[src/rtl/param_stream_pkg.sv]
// Shared state encoding and sizing helpers for the parameter ROM stream controller.
package param_stream_pkg;

    typedef enum logic [1:0] {
        IDLE  = 2'd0,
        RUN   = 2'd1,
        DRAIN = 2'd2,
        DONE  = 2'd3
    } state_e;

    localparam int unsigned ROM_LATENCY_DEF = 2;

    // One slot per in-flight read plus the beat being handed downstream.
    function automatic int unsigned fifo_depth_for(input int unsigned rom_latency);
        return rom_latency + 1;
    endfunction

endpackage

[src/rtl/param_stream_fifo.sv]
// Shift-style output FIFO: the head is always entry 0, so data_out comes straight off a flop.
module param_stream_fifo #(
    parameter int unsigned DATA_WIDTH = 512,
    parameter int unsigned FIFO_DEPTH = 3,
    parameter int unsigned CNT_WIDTH  = $clog2(FIFO_DEPTH + 1)
) (
    input  logic                  clk,
    input  logic                  rst,
    input  logic                  flush,
    input  logic                  push,
    input  logic [DATA_WIDTH-1:0] push_data,
    input  logic                  pop,
    output logic [DATA_WIDTH-1:0] head,
    output logic                  head_valid,
    output logic [CNT_WIDTH-1:0]  count
);

    logic [DATA_WIDTH-1:0] mem_q [FIFO_DEPTH];
    logic [DATA_WIDTH-1:0] mem_d [FIFO_DEPTH];
    logic [CNT_WIDTH-1:0]  count_q, count_d;
    logic [CNT_WIDTH-1:0]  wr_idx;
    logic                  valid_q, valid_d;

    // Pop shifts everything down; a push lands just past the surviving entries.
    always_comb begin
        mem_d   = mem_q;
        wr_idx  = count_q;
        if (pop) begin
            for (int i = 0; i < int'(FIFO_DEPTH) - 1; i++) begin
                mem_d[i] = mem_q[i+1];
            end
            wr_idx = count_q - CNT_WIDTH'(1);
        end
        if (push) begin
            mem_d[wr_idx] = push_data;
        end
        count_d = count_q + CNT_WIDTH'(push) - CNT_WIDTH'(pop);
        if (flush) begin
            count_d = '0;
        end
        valid_d = (count_d != '0);
    end

    always_ff @(posedge clk) begin
        if (rst) begin
            for (int i = 0; i < int'(FIFO_DEPTH); i++) begin
                mem_q[i] <= '0;
            end
            count_q <= '0;
            valid_q <= 1'b0;
        end else begin
            mem_q   <= mem_d;
            count_q <= count_d;
            valid_q <= valid_d;
        end
    end

    assign head       = mem_q[0];
    assign head_valid = valid_q;
    assign count      = count_q;

endmodule

[src/rtl/param_rom_stream_ctrl.sv]
// Streams a fixed-latency parameter ROM as valid/ready beats, replaying it num_passes times
// per start; reads are issued only when the output FIFO is guaranteed room for the return.
module param_rom_stream_ctrl
    import param_stream_pkg::*;
#(
    parameter int unsigned DATA_WIDTH  = 512,
    parameter int unsigned OUT_DEPTH   = 32,
    parameter int unsigned ROM_LATENCY = ROM_LATENCY_DEF,
    parameter int unsigned FIFO_DEPTH  = fifo_depth_for(ROM_LATENCY),
    parameter int unsigned PASS_WIDTH  = 8,
    parameter int unsigned ADDR_WIDTH  = $clog2(OUT_DEPTH) + 1
) (
    input  logic                  clk,
    input  logic                  rst,
    input  logic                  start,
    input  logic [PASS_WIDTH-1:0] num_passes,
    input  logic                  abort,
    output logic                  busy,
    output logic                  done,
    output logic [ADDR_WIDTH-1:0] rom_addr,
    output logic                  rom_ce,
    input  logic [DATA_WIDTH-1:0] rom_q,
    output logic [DATA_WIDTH-1:0] data_out,
    output logic                  data_out_valid,
    input  logic                  data_out_ready
);

    localparam int unsigned CNT_WIDTH  = $clog2(FIFO_DEPTH + 1);
    localparam int unsigned CRED_WIDTH = $clog2(ROM_LATENCY + FIFO_DEPTH + 1);

    state_e                 state_q, state_d;
    logic [PASS_WIDTH-1:0]  num_passes_q, num_passes_d;
    logic [PASS_WIDTH-1:0]  pass_q, pass_d;
    logic [ADDR_WIDTH-1:0]  rom_addr_q, rom_addr_d;
    logic [ROM_LATENCY-1:0] issue_sr_q, issue_sr_d;
    logic                   busy_q, busy_d;
    logic                   done_q, done_d;

    logic                   issue, pop, push, flush;
    logic                   addr_last, pass_last;
    logic [CRED_WIDTH-1:0]  inflight;
    logic [CNT_WIDTH-1:0]   fifo_count;
    logic                   fifo_valid;

    always_comb begin
        inflight = '0;
        for (int i = 0; i < int'(ROM_LATENCY); i++) begin
            inflight = inflight + CRED_WIDTH'(issue_sr_q[i]);
        end
    end

    // Credit: every outstanding read plus every buffered beat must fit once this cycle's pop leaves.
    assign pop       = fifo_valid && data_out_ready;
    assign push      = issue_sr_q[ROM_LATENCY-1];
    assign issue     = (state_q == RUN) &&
                       ((inflight + CRED_WIDTH'(fifo_count) - CRED_WIDTH'(pop)) < CRED_WIDTH'(FIFO_DEPTH));
    assign addr_last = (rom_addr_q == ADDR_WIDTH'(OUT_DEPTH - 1));
    assign pass_last = (pass_q == num_passes_q - PASS_WIDTH'(1));

    always_comb begin
        state_d      = state_q;
        num_passes_d = num_passes_q;
        pass_d       = pass_q;
        rom_addr_d   = rom_addr_q;
        issue_sr_d   = ROM_LATENCY'({issue_sr_q, issue});
        flush        = 1'b0;

        case (state_q)
            IDLE: begin
                if (start) begin
                    num_passes_d = num_passes;
                    pass_d       = '0;
                    rom_addr_d   = '0;
                    state_d      = (num_passes == '0) ? DONE : RUN;
                end
            end
            RUN: begin
                if (issue) begin
                    if (addr_last) begin
                        rom_addr_d = '0;
                        pass_d     = pass_q + PASS_WIDTH'(1);
                        if (pass_last) begin
                            state_d = DRAIN;
                        end
                    end else begin
                        rom_addr_d = rom_addr_q + ADDR_WIDTH'(1);
                    end
                end
            end
            DRAIN: begin
                if ((inflight == '0) && (fifo_count == '0)) begin
                    state_d = DONE;
                end
            end
            DONE: begin
                state_d = IDLE;
            end
            default: begin
                state_d = IDLE;
            end
        endcase

        // Abort drops buffered beats and forgets outstanding reads so late returns are ignored.
        if (abort && ((state_q == RUN) || (state_q == DRAIN))) begin
            state_d    = DONE;
            issue_sr_d = '0;
            flush      = 1'b1;
        end

        busy_d = (state_d == RUN) || (state_d == DRAIN);
        done_d = (state_d == DONE);
    end

    always_ff @(posedge clk) begin
        if (rst) begin
            state_q      <= IDLE;
            num_passes_q <= '0;
            pass_q       <= '0;
            rom_addr_q   <= '0;
            issue_sr_q   <= '0;
            busy_q       <= 1'b0;
            done_q       <= 1'b0;
        end else begin
            state_q      <= state_d;
            num_passes_q <= num_passes_d;
            pass_q       <= pass_d;
            rom_addr_q   <= rom_addr_d;
            issue_sr_q   <= issue_sr_d;
            busy_q       <= busy_d;
            done_q       <= done_d;
        end
    end

    param_stream_fifo #(
        .DATA_WIDTH (DATA_WIDTH),
        .FIFO_DEPTH (FIFO_DEPTH),
        .CNT_WIDTH  (CNT_WIDTH)
    ) u_fifo (
        .clk        (clk),
        .rst        (rst),
        .flush      (flush),
        .push       (push),
        .push_data  (rom_q),
        .pop        (pop),
        .head       (data_out),
        .head_valid (fifo_valid),
        .count      (fifo_count)
    );

    assign busy           = busy_q;
    assign done           = done_q;
    assign rom_addr       = rom_addr_q;
    assign rom_ce         = 1'b1;
    assign data_out_valid = fifo_valid;

endmodule

[config.mk]
export PLATFORM = sky130hd
export DESIGN_NAME = param_rom_stream_ctrl
export DESIGN_NICKNAME = d
export VERILOG_FILES = /design/src/rtl/param_stream_pkg.sv /design/src/rtl/param_stream_fifo.sv /design/src/rtl/param_rom_stream_ctrl.sv
export SDC_FILE = /design/constraint.sdc
export NUM_CORES = 2
export LEC_CHECK = 0
export ABC_AREA = 1
export BUFFER_PORTS_ARGS = -buffer_cell sky130_fd_sc_hd__buf_2
export CORE_AREA = 2 2 405 407
export CTS_CLUSTER_DIAMETER = 80
export DETAILED_ROUTE_END_ITERATION = 8
export DIE_AREA = 0 0 407 409
export PLACE_DENSITY = 0.76
export REMOVE_ABC_BUFFERS = 1
export SLEW_MARGIN = 20
export SYNTH_ARGS = -nofsm -noshare
export SYNTH_HDL_FRONTEND = slang
export SYNTH_SLANG_ARGS = --single-unit
[constraint.sdc]
create_clock -name clk -period 7.3 [get_ports clk]
set_input_delay 0.365 -clock clk [delete_from_list [all_inputs] [get_ports clk]]
set_output_delay 0.365 -clock clk [all_outputs]
set_load 0.05 [all_outputs]
==> metrics.txt <==
outcome=finished clean; I/O pin count=1,047; Inst Count DP=11,800; Tcrit/Tclk final=between 60 and 70%; CTS H-tree lvls=4; Yosys top cell by area=dfxtp_1; CORE AREA=roughly 160,000 um^2; Starting Density=roughly 44%; Seq cells post-synth=approximately 1,600; largest net degree at the start of global routing=about 270; post-synthesis area per instance=7.40 um^2; Final Hold Fails=0; Power Dens Cells=between 200 and 300 nW/um^2; worst-case clock buffer depth=3; fin nets=about 11,000; Primary FF master, synth=dfxtp_1; Final Critical Period=slightly below 5000 ps; clock sinks=~1,600; Finish-stage setup viols=0; clk_skew=approximately 25 ps; critical path data required time=between 8000 and 9000 ps; CTS Buf Count=~160; total congestion overflow=0; std cell rows=~150; CTS tree=yes; Fin Setup TNS=0 ps; Slew @ Worst Pin=about 1300 ps; critical path arrival=approximately 5600 ps; Die X=~410 um; most frequent cells in the layout=nand2_1, dfxtp_1, o21ai_0; Post-synth ARST share=0%; total die area=166,000 um^2; post-route ant nets=0; CP max FO=around 140; Max VDD drop=around 290 uV; root buffer cell=clkbuf_16; CTS clk-pin slew, worst paths=60 ps; largest cells by area after synthesis=dfxtp_1, nand2_1, o21ai_0, a21oi_1, a211oi_2; Total Routing Usage GR=about a quarter; vias post-DR=around 67,000; Post-Synthesis Cells=roughly 9,700; drt drc=0; post-synth top area share=43.6%; synthesized area=around 72,000 um^2; area grow syn2layout=17.2%; WL/cell=16.7 um; Setup Fix Bufs, Post-CTS=0; Post-DP HPWL=125 mm; Clk Latency, worst-skew pair=820 ps; Max-Cap Viols=0; vias in the first global route=63,100; sequential area share after synthesis=43.6%; crit path launch type=flop; via-per-instance ratio=around 5.3; share of cells above drive strength 1=17.0%; leakage=approximately 37 nW; max-slew violations=0; first-pass GRT wire length=between 300 and 400 mm; worst hold path class=input port to flop; Post-synth EDFFs=0; Die H=between 400 and 500 um; GPL Wtd Cong=between 0.8 and 0.9; wirelength, routed=about 210 mm; Worst slew margin=around 16%; RSZ-0062 raised after global routing=no; fin cells=about 13,000; port bufs=around 1,000; synth unique cells=35; initial antenna violation count=46; crit path capture type=flop; Synth Warn #=0; initial drt markers=6,936; worst hold margin=134 ps; Peak Freq=~210 MHz; post-layout power=between 20 and 25 mW; commonest non-fill, non-tap cell in the layout=nand2_1; drt pass-1 iters=9; WS Path Type=flop to flop
## cells in the mapped netlist (2+ instances only)
master	number
a211oi_2	400
nor3b_1	3
a211oi_1	114
nor2_1	544
o21ai_0	1548
a21oi_1	1044
ha_1	14
buf_4	553
nand2_1	2125
xnor2_1	3
nor4_1	2
dfxtp_1	1567
inv_1	1068
buf_1	8
nand3_1	12
buf_2	330
o21a_1	2
nor3_4	2
nor3_1	6
clkbuf_1	362
xor2_1	3
## cells by family after synthesis
kind of cell / synth area share, %
compound gates: 26.3
simple gates: 14.2
buf+inv: 15.6
flops: 43.6
fa+ha+maj: 0.271
xor+xnor: 0.0731
other cells: 0.00521
## what timing repair did
item	in CTS	in global routing
gates resized for setup	0	0
setup endpoints to repair	0	0
endpoints found under the hold margin	1549	0
hold buffers	523	0
## where the power goes
group          total [mW]  switching [mW]  internal, mW  leakage, nW
clock                8.41            3.52          4.89         2.63
combinational        6.47            4.92          1.55         21.7
sequential           9.74           0.429          9.31         12.6
total                24.6            8.87          15.7         37.0
## through the flow
step	utilization [%]	setup slack, ps	instance area (um^2)
after floorplan	-	-39950	64800
after global placement	45.4	2670	73600
after detailed placement	45.4	2600	73600
after CTS	52.0	2610	84200
after global routing	52.0	2200	84300
final	52.0	2490	84300
## final timing paths
path	start	end	slack, ps	depth (start not counted)
min	rst	flop	130	2
min reg2reg	flop	flop	460	2
max reg2reg	u_fifo.head_valid	u_fifo.head[373]	2490	9
max	u_fifo.head_valid	u_fifo.head[373]	2490	9
## per-layer routing
metal  GRT usage [%]  routed length, um
met5               0                 53
met4            14.0              12100
met3            6.97              19000
met2            38.0              96500
met1            28.4              83200
## critical path, stage by stage (launching register included)
cell and delay (ps):
dfxtp_1 430, nand2_8 460, inv_8 730, buf_4 790, buf_4 730, buf_4 860
nand2_1 170, nand2_1 110, o21ai_0 100, a21oi_1 170
## final cells by class
type | instances | area, um^2
Inverter | 1069 | 4030
Clock inverter | 42 | 556
Sequential cell | 1567 | 31400
Timing Repair Buffer | 1639 | 11300
Tap cell | 2175 | 2720
Antenna cell | 49 | 123
Multi-Input combinational cell | 5835 | 29400
Fill cell | 14300 | 77700
Clock buffer | 246 | 4840
Note: power is estimated with default switching activity, not from simulation.
